<file path="src/rtl/vga_raster_out.sv">
// VGA raster timing generator with pixel-tick divider, sync/blank delay line
// matched to the pixel pipeline latency, and 3-3-2 to 8-8-8 colour expansion.
module vga_raster_out #(
    parameter int H_ACTIVE = 640,
    parameter int H_FP     = 16,
    parameter int H_SYNC   = 96,
    parameter int H_BP     = 48,
    parameter int V_ACTIVE = 480,
    parameter int V_FP     = 10,
    parameter int V_SYNC   = 2,
    parameter int V_BP     = 33,
    parameter int CLK_DIV  = 2,
    parameter int PIPE_DLY = 1
) (
    input  logic        clk,
    input  logic        reset,
    input  logic [7:0]  RGBIn,
    output logic [10:0] pixelX,
    output logic [10:0] pixelY,
    output logic        startOfFrame,
    output logic        oVGA_HS,
    output logic        oVGA_VS,
    output logic        oVGA_BLANK_N,
    output logic [7:0]  oVGA_R,
    output logic [7:0]  oVGA_G,
    output logic [7:0]  oVGA_B
);

    // Sums are formed as int and only then narrowed, so totals up to 2047 never wrap.
    localparam int H_TOTAL = H_ACTIVE + H_FP + H_SYNC + H_BP;
    localparam int V_TOTAL = V_ACTIVE + V_FP + V_SYNC + V_BP;
    localparam logic [10:0] H_LAST   = 11'(H_TOTAL - 1);
    localparam logic [10:0] V_LAST   = 11'(V_TOTAL - 1);
    localparam logic [10:0] H_VIS    = 11'(H_ACTIVE);
    localparam logic [10:0] V_VIS    = 11'(V_ACTIVE);
    localparam logic [10:0] HS_FIRST = 11'(H_ACTIVE + H_FP);
    localparam logic [10:0] HS_LAST  = 11'(H_ACTIVE + H_FP + H_SYNC - 1);
    localparam logic [10:0] VS_FIRST = 11'(V_ACTIVE + V_FP);
    localparam logic [10:0] VS_LAST  = 11'(V_ACTIVE + V_FP + V_SYNC - 1);
    localparam logic [2:0]  IDLE     = 3'b110; // {hs, vs, vis} while not displaying

    function automatic logic [7:0] expand3(input logic [2:0] c);
        return {c, c, c[2:1]};
    endfunction

    function automatic logic [7:0] expand2(input logic [1:0] c);
        return {4{c}};
    endfunction

    logic        tk_s;
    logic [10:0] px_q, px_d;
    logic [10:0] py_q, py_d;
    logic        sof_q, sof_d;
    logic [2:0]  raw_s;
    logic [2:0]  dly_s;
    logic        hs_q, hs_d;
    logic        vs_q, vs_d;
    logic        bn_q, bn_d;
    logic [7:0]  r_q, r_d;
    logic [7:0]  g_q, g_d;
    logic [7:0]  b_q, b_d;

    generate
        if (CLK_DIV == 1) begin : g_nodiv
            assign tk_s = 1'b1;
        end else begin : g_div
            logic div_q;
            // Pixel tick divider: tick on every second clk
            always_ff @(posedge clk or posedge reset) begin
                if (reset) begin
                    div_q <= 1'b0;
                end else begin
                    div_q <= ~div_q;
                end
            end
            assign tk_s = div_q;
        end
    endgenerate

    // Counter next state; startOfFrame is armed only by a real frame wrap
    always_comb begin
        sof_d = 1'b0;
        if (tk_s) begin
            if (px_q == H_LAST) begin
                px_d = 11'd0;
                if (py_q == V_LAST) begin
                    py_d  = 11'd0;
                    sof_d = 1'b1;
                end else begin
                    py_d = py_q + 11'd1;
                end
            end else begin
                px_d = px_q + 11'd1;
                py_d = py_q;
            end
        end else begin
            px_d = px_q;
            py_d = py_q;
        end
    end

    // Raster counter and frame-start registers
    always_ff @(posedge clk or posedge reset) begin
        if (reset) begin
            px_q  <= 11'd0;
            py_q  <= 11'd0;
            sof_q <= 1'b0;
        end else begin
            px_q  <= px_d;
            py_q  <= py_d;
            sof_q <= sof_d;
        end
    end

    // Undelayed sync and visible flags decoded from the counters
    always_comb begin
        raw_s[2] = ~((px_q >= HS_FIRST) && (px_q <= HS_LAST));
        raw_s[1] = ~((py_q >= VS_FIRST) && (py_q <= VS_LAST));
        raw_s[0] = (px_q < H_VIS) && (py_q < V_VIS);
    end

    generate
        if (PIPE_DLY == 0) begin : g_nodly
            assign dly_s = raw_s;
        end else begin : g_dly
            logic [2:0] dly_q [PIPE_DLY];
            // Delay line matching the external pixel pipeline latency
            always_ff @(posedge clk or posedge reset) begin
                if (reset) begin
                    for (int i = 0; i < PIPE_DLY; i++) begin
                        dly_q[i] <= IDLE;
                    end
                end else begin
                    dly_q[0] <= raw_s;
                    for (int i = 1; i < PIPE_DLY; i++) begin
                        dly_q[i] <= dly_q[i-1];
                    end
                end
            end
            assign dly_s = dly_q[PIPE_DLY-1];
        end
    endgenerate

    // Output stage next state: colour forced to black outside the visible area
    always_comb begin
        hs_d = dly_s[2];
        vs_d = dly_s[1];
        bn_d = dly_s[0];
        if (dly_s[0]) begin
            r_d = expand3(RGBIn[7:5]);
            g_d = expand3(RGBIn[4:2]);
            b_d = expand2(RGBIn[1:0]);
        end else begin
            r_d = 8'd0;
            g_d = 8'd0;
            b_d = 8'd0;
        end
    end

    // Output register shared by syncs, blank and colour keeps them aligned
    always_ff @(posedge clk or posedge reset) begin
        if (reset) begin
            hs_q <= 1'b1;
            vs_q <= 1'b1;
            bn_q <= 1'b0;
            r_q  <= 8'd0;
            g_q  <= 8'd0;
            b_q  <= 8'd0;
        end else begin
            hs_q <= hs_d;
            vs_q <= vs_d;
            bn_q <= bn_d;
            r_q  <= r_d;
            g_q  <= g_d;
            b_q  <= b_d;
        end
    end

    assign pixelX       = px_q;
    assign pixelY       = py_q;
    assign startOfFrame = sof_q;
    assign oVGA_HS      = hs_q;
    assign oVGA_VS      = vs_q;
    assign oVGA_BLANK_N = bn_q;
    assign oVGA_R       = r_q;
    assign oVGA_G       = g_q;
    assign oVGA_B       = b_q;

endmodule

</file>
<file path="config.mk">
export PLATFORM = sky130hd
export DESIGN_NAME = vga_raster_out
export DESIGN_NICKNAME = d
export VERILOG_FILES = /design/src/rtl/vga_raster_out.sv
export SDC_FILE = /design/constraint.sdc
export NUM_CORES = 1
export LEC_CHECK = 0
export ABC_AREA = 1
export BUFFER_PORTS_ARGS = -buffer_cell sky130_fd_sc_hd__buf_4
export CORE_ASPECT_RATIO = 0.5
export CORE_MARGIN = 10
export CORE_UTILIZATION = 45
export CTS_BUF_LIST = sky130_fd_sc_hd__clkbuf_16
export CTS_CLUSTER_SIZE = 8
export DETAILED_ROUTE_END_ITERATION = 6
export GPL_ROUTABILITY_DRIVEN = 0
export PLACE_DENSITY_LB_ADDON = 0.12
export SYNTH_ARGS = -nofsm -noshare
export SYNTH_HDL_FRONTEND = slang
export SYNTH_SLANG_ARGS = --single-unit
</file>
<file path="constraint.sdc">
create_clock -name clk -period 3.2 [get_ports clk]
set_clock_uncertainty 0.1 [all_clocks]
set_input_delay 0.16 -clock clk [delete_from_list [all_inputs] [get_ports clk]]
set_output_delay 0.16 -clock clk [all_outputs]
set_load 0.1 [all_outputs]
</file>
# Word-level counts from Yosys, hierarchy flattened
# Cells that the tools add are included.
classes:
  add_sub_neg: 2
  n_reduce_logical: 4
  order_cmp: 6
  n_eq_ne: 2
  bitwise_logic: 3
  muxes: 8
ops:
  columns: ["cell", "count"]
  rows:
  - ["$mux W8", 3]
  - ["$add A11 B1 Y11 const B", 2]
  - ["$eq A11 B10 Y1 const B", 2]
  - ["$mux W11", 2]
  - ["$ge A11 B10 Y1 const B", 1]
  - ["$ge A11 B9 Y1 const B", 1]
  - ["$le A11 B10 Y1 const B", 1]
  - ["$le A11 B9 Y1 const B", 1]
  - ["$lt A11 B10 Y1 const B", 1]
  - ["$lt A11 B9 Y1 const B", 1]
  - ["$logic_and A1 B1 Y1", 3]
  - ["$mux W1", 3]
  - ["$not A1 Y1", 3]
  - ["$reduce_and A2 Y1", 1]
word_totals:
  out_inout_bits: 50
  input_bits: 10
  register_bits: 54
  word_cells: 36

# Logic depth before layout (Yosys ltp)
# Gate-level depths: netlist of run 1.
depth:
  word_depth: 4
  depth_mapped: 9
  depth_no_buf: 9

# Worst setup path after synthesis of run 1
# Ideal clock, no wire load.
synth_path:
  path_type: "flip-flop to flip-flop"
  from: "register px_q[1], in the netlist pixelX[1]"
  to: "register py_q[0], in the netlist pixelY[0]"
  required_ns: 2.977
  arrival_ns: 1.944
  period_less_slack_ns: 2.167
  path_stages_with_launch: 8
  path_buffers: 1
  setup_slack_ns: 1.033
  cell_sequence: "dfrtp_1 ha_1 nand2_2 nor2_4 nand4_2 buf_6 nand2_1 o21ai_2"
synth_between:
  elab_chain_cells: 2
synth_lines:
  columns: ["element", "line_no", "rtl"]
  rows:
  - ["start, declared", "51", "logic [10:0] px_q, px_d;"]
  - ["start signal, assigned", "109", "px_q <= px_d;"]
  - ["$eq A11 B10 Y1", "84", "if (px_q == H_LAST) begin"]
  - ["$reduce_and A2 Y1 (no source line)", null, null]
  - ["end signal, assigned", "110", "py_q <= py_d;"]
  - ["end, declared", "52", "logic [10:0] py_q, py_d;"]
# Every way passes these cells.
# A chain may end at the register's enable or synchronous reset.

# Final worst setup path of run 1
layout_path:
  from: "register px_q[1], in the netlist pixelX[1]"
  to: "register py_q[10], in the netlist pixelY[10]"
# The elaborated chain is that of the path after synthesis.

==> impl.org, run 1 <==
** Final layout
- Layout fillers :: 423
- Compared with the post-synthesis result, the final layout area differs by 27.8%.
- The repair_antennas step left the layout with diodes totalling 0.
- The library cell used most frequently in the layout, excluding fill and tap cells, is nand2_1.
- Nets :: 337
- Most frequent cells in the layout :: 71 x nand2_1, 60 x buf_4, 39 x inv_1
- Layout cell share with drive strength beyond 1 :: 26.6%

** Power and ir drop
- Reg power frac :: 43.8%
- Internal power consumption :: 802 uW
- Per report_power, the clock group accounts for 40.6% of the total.
- Cell Pwr Density :: 409 mW/mm^2
- Switching Fraction :: 28.4%
- Proportion of power drawn by combinational gates :: 15.6%
- Summed over all nets, the switching power comes to 318 uW.
- Highest ir drop seen on vdd :: 0.201 mV
- Leak pwr :: 0.00147 uW
- After layout, the design draws a total of 1120 uW.

** Drt
- DR pass1 iterations :: 4
- Remaining routing DRC violations :: 0
- The routed layout has 1854 vias.
- Via count normalized by instance count :: 4.77
- Wirelength, routed :: 5.13 mm
- After the first detailed-routing iteration, the DRC count stood at 79.
- Dividing the detail-routed wire length by the instance count gives 13.2 um.
- In this run the remaining antenna-violating nets after routing total 0.

** Die
- The total area inside the core boundary comes to 0.00449 sq mm.
- Pin placement for this block handled 60 I/O pins.
- From left edge to right edge, the die measures 118 um.
- Number of placement rows :: 17
- The die is 68.8 um tall.
- Starting density of the core :: 47.7%
- Overall die area :: 0.00808 sq mm

** Yosys
- Sequential elements use 44.7% of the synthesized area.
- Flip-flop and latch count after synthesis :: 38
- Post-synth EDFFs :: 0
- In this run, distinct cell masters in the synthesized netlist total 30.
- Net Count, Synth :: 282
- Synth warn :: 0
- After technology mapping, the gate count stands at 267.
- Share of synthesized registers carrying an async set or reset :: 100%
- Area of the mapped netlist :: 0.00214 sq mm
- Avg Inst Size Synth :: 8.02 sq um
- In the synthesized netlist the dominant register cell turns out to be dfrtp_1.

** Setup path
- For the worst flop-to-flop path, the logic depth is 7.
- STA classifies the critical path startpoint as a flip-flop.
- Worst Path Max Fanout :: 11
- Crit end category :: flip-flop
- Worst Path Arrival :: 1850 ps
- The setup path with the least slack is of type reg -> reg.
- Data required time of the critical path :: 3320 ps

** STA
- Summed over all failing endpoints, the final setup total negative slack is 0 ps.
- Hold Violations, Final :: 0
- Total setup violations reported at the end of the flow :: 0
- Measured against its own limit, the worst slew margin works out to 68.6%.
- Setup repair after global routing missed its margin :: no
- Upper clock frequency limit :: 0.577 GHz
- Minimum period implied by the final worst setup slack :: 1730 ps
- For the pin with the worst max-slew slack, the measured transition is 471 ps.
- Max-slew violation count :: 0
- The worst path uses 54.2% of the clock period.

** Min path
- WHS Path Cells :: 0
- In this run the worst hold path is classified as reg -> reg.

** GRT
- Total routing resource utilization after global routing :: 13.9%
- The via count of the first global-routing pass was 1906.
- After global routing the overflow that remains totals 0.
- The first global-routing pass estimated 9.18 mm of wire.
- Number of antenna violations at the first check in global routing :: 0
- Pin count of the biggest net entering global routing :: 39

** Clock tree
- Clock-pin slew was measured on the worst setup and hold paths at 50 ps.
- Root buf cell :: clkbuf_16
- Max H-tree Level :: 2
- TritonCTS built the clock tree.
- At the later pin of the worst-skew pair, clock insertion delay measures 280 ps.
- Number of clock sinks seen by CTS :: 38
- PostCTS Resize Cnt :: 0
- Number of buffers added by the clock tree synthesis step :: 5
- CTS max path bufs :: 2

** Run
- The tool flagged a number of max-cap violations equal to 0.

** Run status
- The run finished with clean final reports.

** Placement
- Port Buf Inserts :: 59
- Detailed placement ended at an HPWL of 3.83 mm.
-- through the flow --
step / hold slack, ps / util [%] / instances / setup slack [ps] / cell area (sq um)
global placement: 207 / 55.9 / 372 / 1550 / 2510
global route: 262 / 60.9 / 389 / 1260 / 2740
CTS: 257 / 60.9 / 389 / 1460 / 2740
finish: 256 / 60.9 / 389 / 1470 / 2740
floorplan: 164 / - / 267 / 1030 / 2140
detailed placement: 216 / 55.9 / 372 / 1470 / 2510
-- cell type report --
cell class / instances / area, sq um / area share [%]
inverters: 39 / 146 / 5.35
clock buffers: 5 / 125 / 4.57
repair buffers: 69 / 541 / 19.8
multi-input cells: 169 / 873 / 31.9
clock inverters: 3 / 11.3 / 0.412
flip-flops and latches: 38 / 956 / 34.9
well taps: 66 / 82.6 / 3.02
-- registers in the layout, summed over array words and instances, names as in the netlist --
name	count
oVGA_R	3
startOfFrame	1
oVGA_B	2
oVGA_BLANK_N	1
pixelY	11
g_div.div_q	1
oVGA_G	3
oVGA_HS	1
dly_s	3
oVGA_VS	1
pixelX	11
-- final timing paths --
check	to	start	slack, ps
worst min-delay path	oVGA_HS	dly_s[2]	260
max in group asynchronous	oVGA_VS	reset	2180
worst max-delay path	pixelY[10]	pixelX[1]	1470
worst max register to register	pixelY[10]	pixelX[1]	1470
worst min register to register	oVGA_HS	dly_s[2]	260
min in group asynchronous	pixelX[6]	reset	460
-- cells in the mapped netlist (2+ instances only) --
| cell | count | area share (%) |
|---|---|---|
| dfrtp_1 | 34 | 40 |
| buf_4 | 16 | 5.6 |
| inv_2 | 3 | 0.53 |
| inv_1 | 36 | 6.3 |
| dfstp_2 | 4 | 4.9 |
| nand3_1 | 17 | 4.0 |
| nand2_1 | 71 | 12 |
| xor2_1 | 9 | 3.7 |
| nor3_1 | 11 | 2.6 |
| nor2_4 | 2 | 1.1 |
| o21ai_2 | 5 | 2.0 |
| nand3b_1 | 2 | 0.70 |
| ha_1 | 5 | 2.9 |
| a21oi_1 | 2 | 0.47 |
| buf_6 | 2 | 1.1 |
| nor2_1 | 25 | 4.4 |
| nor2_2 | 3 | 0.88 |
| o21ai_0 | 8 | 1.9 |
-- kinds of logic (layout without fill, tap and decap cells) --
group                    Yosys count  count (layout)  share of synthesized area [%]
AND/OR/NAND/NOR                  137             137                           28.8
buffers and inverters             60             116                           14.6
flip-flops                        38              38                           44.7
AO/OA/AOI/OAI                     18              18                           5.44
XOR/XNOR                           9               9                           3.68
adder cells (fa/ha/maj)            5               5                           2.92
-- worst max-delay path, cell delays in order, from the launching register on --
cell and delay (ps):
dfrtp_1 390, ha_1 240, nand2_2 130, nor2_4 120, nand4_2 330, inv_1 210, nand3_1 80, nand2_1 60
-- per-layer routing --
metal  up-vias  wire length (um)  track usage, %
li1        924                 -               -
met1       850              2450            16.9
met2        71              2220            22.4
met3         9               409            5.18
met4         0                57            5.96
met5         -                 0               0
-- power groups by stage --
stage          Combinational [uW]  Sequential, uW  Clock [uW]
4_1_cts                       176             490         469
3_3_place_gp                  167             498           0
6_report                      175             490         454
5_1_grt                       182             491         494
2_1_floorplan                 104             536           0
3_5_place_dp                  167             499           0
-- what timing repair did --
action | 4_1_cts | 5_1_grt
hold buffers | 9 | 0
endpoints found under the hold margin | 42 | 0
setup buffers | 0 | 0
endpoints found under the setup margin | 0 | 0
No activity file was read; power rests on OpenSTA's default activity.
==> inputs of run 2 (changes only) <==
- clock period: 3.2 -> 1.4 ns (I/O delays scaled with it)
==> impl.org, run 2 (synthesized netlist as in run 1, its figures left out) <==
** Run
- Max_cap viols :: 0 (unchanged)

** Final layout
- Leaving out fill and tap cells, the most frequent cell in the layout is buf_4.
- From synthesis to final layout, the design area changed by 51.8%.
- The number of diodes added for antenna fixing is 0 (unchanged).
- Register area :: 0.00103 sq mm (+8.2%)
- The count of fill cells added during filler insertion came to 315 (-26%).
- The count of placed standard cells in the final layout, fillers left out was 412 (+5.9%).
- Nets :: 360 (+6.8%)
- Leaving out fill and tap cells, the most frequent cells in the layout are 79 x buf_4, 65 x nand2_1, 30 x inv_1.
- Area of the multi-input gates :: 0.00112 sq mm (+28%)
- The share of final-layout standard cells stronger than drive strength 1 is 50.6% (+24 points).

** Power and ir drop
- The maximum vdd drop came to 0.722 mV (+260%).
- Proportion of power drawn by combinational gates :: 15.4% (-0.2 points)
- Leak pwr :: 0.00155 uW (+5.7%)
- The net load switching power was 759 uW (+140%).
- The sequential fraction of design power was 43.1% (-0.7 points).
- The clock power share came to 41.5% (+0.9 points).
- The internal cell power is 1840 uW (+130%).
- Switching Fraction :: 29.2% (+0.80 points)
- Cell Pwr Density :: 801 mW/mm^2 (+96%)
- Tot Pwr :: 2600 uW (+130%)

** Placement
- Port Buf Inserts :: 59 (unchanged)
- Sum of net half-perimeters after detailed placement :: 4.32 mm (+13%)
- Cell count after placement :: 384 (+3.2%)
- The placement-stage worst setup slack is -62.7 ps (-1530 ps).

** Run status
- Result of the run :: complete, but fails checks
- The checks that failed: setup timing.

** Drt
- The post-detailed-route count of antenna-violating nets was 0 (unchanged).
- Post-DR wirelength/cell :: 14.6 um (+11%)
- Wirelength, routed :: 6.03 mm (+18%)
- Remaining routing DRC violations :: 0 (unchanged)
- DR pass1 iterations :: 4 (unchanged)
- The via density per instance is 4.81 (+0.89%).
- The initial DRC count is 75 (-5.1%).
- Total via count after detailed routing :: 1981 (+6.9%)

** STA
- The maximum frequency from static timing analysis came to 0.693 GHz (+20%).
- The number of failing hold endpoints at the final stage was 0 (unchanged).
- Setup repair after global routing missed its margin :: yes
- The final-layout setup total negative slack came to -390 ps (-390 ps).
- Total setup violations reported at the end of the flow :: 16 (+16)
- The number of max-slew violations in the final report was 0 (unchanged).
- The portion of the clock cycle consumed by the worst path in the final layout came to 103% (+49 points).
- Minimum period implied by the final worst setup slack :: 1440 ps (-290 ps)
- Tightest slew margin relative to the limit :: 68.0% (-0.62 points)
- Tightest Pin Transition :: 480 ps (+9.31 ps)
- The minimum setup slack in the final design came to -43.2 ps (-1510 ps).

** Setup path
- The number of buffers and inverters on the critical path was 1 (unchanged).
- Worst Path Arrival :: 1510 ps (-340 ps)
- The number of cells traversed by the worst register-to-register path came to 7 (unchanged).
- Crit-path cells :: ha_4 > nand3_4 > nor2_4 > buf_4 > nand3_4 > nand2_1 > nand2_1
- Critical path start-end classification :: reg -> reg
- Worst Path Max Fanout :: 5 (-6)
- Among all stages on the critical path, the largest delay is contributed by dfrtp_4.
- Number of logic stages on the critical path including buffering :: 7 (unchanged)
- In this run the critical register-to-register path is captured at pixelY[4].
- The setup slack of the most critical reg-to-reg path came to -40 ps (-1510 ps).
- The worst setup path is launched from a flip-flop.
- The most critical setup path has its startpoint at pixelX[0].
- Grouping stages by cell kind, the critical path spends the most delay in simple AND/OR/NAND/NOR gates.
- The delay contributed by the slowest stage of the critical path came to 430 ps (+40 ps).
- The worst setup path is captured at a flip-flop.
- The startpoint identified for the worst register-to-register timing path is pixelX[0].
- Following the worst setup path forward leads to its endpoint at pixelY[4].
- Data required time of the critical path :: 1470 ps (-1850 ps)

** Die
- The I/O pin count was 60 (unchanged).
- The area of the core came to 0.00449 sq mm (unchanged).
- The width of the chip came to 118 um (unchanged).
- The y dimension of the die is 68.8 um (unchanged).
- The initial cell density of the core is 47.7% (unchanged).
- Overall die area :: 0.00808 sq mm (unchanged)
- Number of placement rows :: 17 (unchanged)

** GRT
- The first-pass GRT wire length was 9.56 mm (+4.1%).
- Total routing resource utilization after global routing :: 14.7% (+0.84 points)
- The overflow left after global routing was 0 (unchanged).
- The initial antenna violation count was 0 (unchanged).
- The via count of the first global-routing pass was 1900 (-0.31%).
- The pin count of the biggest net entering global routing was 39 (unchanged).

** Min path
- The min-delay analysis places its worst path in the category reg -> reg.

** Clock tree
- Clock latency of the later-clocked register in the worst-skew pair :: 280 ps (about the same)
- The clock transition at the register clock pins on the worst setup and hold paths after CTS came to 50 ps (about the same).
- TritonCTS built the clock tree.
- Root buf cell :: clkbuf_16
- The clock sink count is 38 (unchanged).
- The CTS buffer count is 5 (unchanged).
- Max H-tree Level :: 2 (unchanged)
- CTS max path bufs :: 2 (unchanged)
==> run 2: worst min path at each step <==
stage / cells past startpoint / end / from
after floorplan: 2 / oVGA_B[5] / RGBIn[1]
after global placement: 3 / pixelY[3] / reset
after detailed placement: 3 / pixelY[3] / reset
after CTS: 0 / oVGA_HS / dly_s[2]
after global routing: 0 / oVGA_HS / dly_s[2]
final: 0 / oVGA_HS / dly_s[2]
==> run 2: per-layer routing <==
metal | vias to the layer above | GRT usage (%) | share of wire, %
met5 | - | 0 | 0
met4 | 0 | 4.13 | 0.66
met3 | 5 | 4.13 | 6.4
met2 | 71 | 25.0 | 49
met1 | 937 | 18.5 | 44
li1 | 968 | - | -
==> run 2: per-stage QoR <==
stage / hold slack (ps) / area (sq um) / util [%]
after floorplan: 73.8 / 2300 / -
after global placement: 115 / 2750 / 61.4
after detailed placement: 121 / 2750 / 61.4
after CTS: 256 / 3090 / 68.8
after global routing: 256 / 3250 / 72.4
final: 255 / 3250 / 72.4
==> run 2: cell type report <==
cell class / instances / area share [%]
repair buffers: 91 / 22.3
flip-flops and latches: 38 / 31.8
clock inverters: 3 / 0.501
clock buffers: 5 / 3.85
multi-input cells: 170 / 34.3
well taps: 66 / 2.54
inverters: 39 / 4.58
==> run 2: what timing repair did <==
item	in CTS	in global routing
endpoints found under the hold margin	42	0
hold buffers	9	0
gates cloned	1	0
pin swaps	9	7
resized for setup	12	28
buffers inserted	4	6
endpoints found under the setup margin	15	23
==> run 2: power groups by stage <==
stage	Combinational [uW]	Clock, uW	Sequential (uW)
floorplan	238	0	1230
global placement	382	0	1140
detailed placement	385	0	1140
CTS	406	1100	1120
global route	416	1170	1120
finish	402	1080	1120
==> run 2: worst register-to-register path, stage by stage, from the launching register on <==
cell,delay (ps)
dfrtp_4,430
ha_4,190
nand3_4,90
nor2_4,130
buf_4,150
nand3_4,120
nand2_1,80
nand2_1,50
==> inputs of run 3 (changes only) <==
- CORE_ASPECT_RATIO: 0.5 -> 1.4
==> impl.org, run 3 (synthesized netlist as in run 1, its figures left out) <==
** Final layout
- The count of placed standard cells in the final layout, fillers left out came to 401 (-2.7%).
- Most frequent cells in the layout :: 73 x buf_4, 62 x nand2_1, 31 x inv_1
- Leaving out fill and tap cells, the most frequent cell in the layout is buf_4.
- Final Instance Area :: 0.00317 sq mm (-2.5%)
- The number of diodes added for antenna fixing is 0 (unchanged).
- Layout cell share with drive strength beyond 1 :: 48.1% (-2.5 points)
- Nets :: 353 (-1.9%)
- Area Overhead vs Synth :: 48.0%
- The final core utilization is 69.3% (-3.1 points).

** GRT
- The pin count of the biggest net entering global routing is 39 (unchanged).
- The overall track demand over capacity in global routing came to 14.8% (+0.054 points).
- GR Overflow Total :: 0 (unchanged)
- The first-pass GRT wire length is 9.40 mm (-1.6%).
- The initial antenna violation count was 0 (unchanged).
- Via count of the first global-routing pass :: 1975 (+3.9%)

** Clock tree
- The buffer depth of the longest clock path was 2 (unchanged).
- The clock transition at the register clock pins on the worst setup and hold paths after CTS was 60 ps (about the same).
- Max H-tree Level :: 2 (unchanged)
- Number of clock sinks seen by CTS :: 38 (unchanged)
- Clock latency of the later-clocked register in the worst-skew pair :: 280 ps (about the same)
- Number of buffers added by the clock tree synthesis step :: 5 (unchanged)
- TritonCTS built the clock tree.
- The cell sitting at the root of the clock tree is a clkbuf_16.

** STA
- Max-slew violation count :: 0 (unchanged)
- Upper clock frequency limit :: 0.700 GHz (+1.1%)
- The headroom to the max-slew limit was 78.2% (+10 points).
- The final-layout setup total negative slack was -165 ps (+225 ps).
- The shortest clock period the worst path allows after layout came to 1430 ps (-15.1 ps).
- The number of failing hold endpoints at the final stage was 0 (unchanged).
- Setup repair after global routing could not meet its margin everywhere.
- Total setup violations reported at the end of the flow :: 9 (-7)
- Fin Hold WS :: 257 ps (+1.92 ps)
- The transition time of the tightest slew-check pin was 326 ps (-155 ps).
- Ratio of final minimum period to clock period :: 102% (-1.1 points)
- The minimum setup slack in the final design came to -28.1 ps (+15.1 ps).

** Power and ir drop
- The power per cell area is 942 mW/mm^2 (+18%).
- The leakage power was 0.00154 uW (-0.90%).
- The maximum vdd drop is 0.771 mV (+6.8%).

** Die
- The number of rows in the core area came to 29 (+12).
- Placeable core area :: 0.00457 sq mm (+1.9%)
- Overall die area :: 0.00796 sq mm (-1.6%)
- Die outline width :: 78.3 um (-33%)
- The I/O pin count was 60 (unchanged).
- Chip Height :: 102 um (+48%)
- Starting density of the core :: 46.8% (-0.87 points)

** Drt
- The post-detailed-route count of antenna-violating nets was 0 (unchanged).
- Total via count after detailed routing :: 1922 (-3.0%)
- The total wire length was 5.70 mm (-5.5%).
- DR pass1 iterations :: 4 (unchanged)
- Post-DR wirelength/cell :: 14.2 um (-2.9%)
- The via density per instance came to 4.79 (-0.32%).
- Remaining routing DRC violations :: 0 (unchanged)
- Violation count after the first detailed-route iteration :: 114 (+52%)

** Setup path
- Startpoint types :: flip-flop
- Worst Path Max Fanout :: 9 (+4)
- STA classifies the critical path endpoint as a flip-flop.
- The worst register-to-register path ends at pixelY[5].
- The critical path in this run is classified as reg -> reg.
- The number of cells traversed by the worst register-to-register path came to 7 (unchanged).
- R2R setup slack :: -30 ps (+20 ps)
- Worst Path Arrival :: 1500 ps (about the same)
- RR Startpoint :: pixelX[1]
- The required arrival time at the worst endpoint is 1470 ps (about the same).

** Min path
- The startpoint identified for the worst hold timing path is dly_s[1].
- Hold Crit Class :: reg -> reg
- WHS Path Cells :: 0 (unchanged)
- Hold path endpoint :: oVGA_VS

** Run status
- The checks that failed: setup timing.
- The run finished, with violations left.

** Placement
- The instance area after placement is 0.00280 sq mm (+1.8%).
- The half-perimeter wire length after placement was 4.19 mm (-2.9%).
- Cell count after placement :: 384 (unchanged)
- Port Buf Inserts :: 59 (unchanged)

** Run
- Max_cap viols :: 0 (unchanged)
## run 3: cell type report
cell class,count,area (sq um)
Fill cell,382,1400
Multi-Input combinational cell,170,1040
Sequential cell,38,1030
Timing Repair Buffer,84,678
Inverter,39,149
Clock buffer,5,125
Tap cell,62,77.6
Clock inverter,3,63.8
## run 3: metal layers
| layer | GRT usage (%) | up-vias | part of all wire [%] |
|---|---|---|---|
| li1 | - | 954 | - |
| met1 | 15.2 | 894 | 38 |
| met2 | 25.9 | 56 | 53 |
| met3 | 4.26 | 18 | 5.5 |
| met4 | 9.13 | 0 | 3.9 |
| met5 | 0 | - | 0 |
## run 3: repair_timing
| item | 4_1_cts | 5_1_grt |
|---|---|---|
| hold buffers | 9 | 0 |
| gates cloned | 1 | 0 |
| endpoints found under the setup margin | 19 | 22 |
| buffers inserted | 0 | 0 |
| hold endpoints to repair | 46 | 0 |
| gates resized for setup | 10 | 13 |
| pin swaps | 7 | 6 |
## run 3: metrics by stage
stage	setup WS [ps]	total power [uW]
final	-28.1	2980
after global routing	-112	3080
after CTS	-34.9	3010
after detailed placement	-84.1	1530
after global placement	-54.8	1530
after floorplan	-206	1470
## run 3: report_power, final
part / internal [uW] / switching (uW)
sequential: 1110 / 9.17
clock: 1010 / 443
combinational: 86.8 / 318
total: 2210 / 770
## run 3: how the worst max path moves through the flow
stage          slack (ps)    endpoint  cells after the start       from
6_report              -30   pixelY[5]                      7  pixelX[1]
4_1_cts               -30  pixelX[10]                      7  pixelX[1]
3_3_place_gp          -50   pixelY[4]                      7  pixelX[6]
3_5_place_dp          -80   pixelY[4]                      7  pixelX[6]
5_1_grt              -110   pixelY[9]                      9  pixelY[1]
2_1_floorplan        -210  pixelX[10]                      7  pixelX[1]
## run 3: worst max-delay path, cell delays in order, from the launching register on
cell and delay (ps):
dfrtp_4 420, ha_4 160, nand2_4 80, nor2_4 130
nand4_4 150, buf_12 180, nand2_4 50, o21ai_2 50
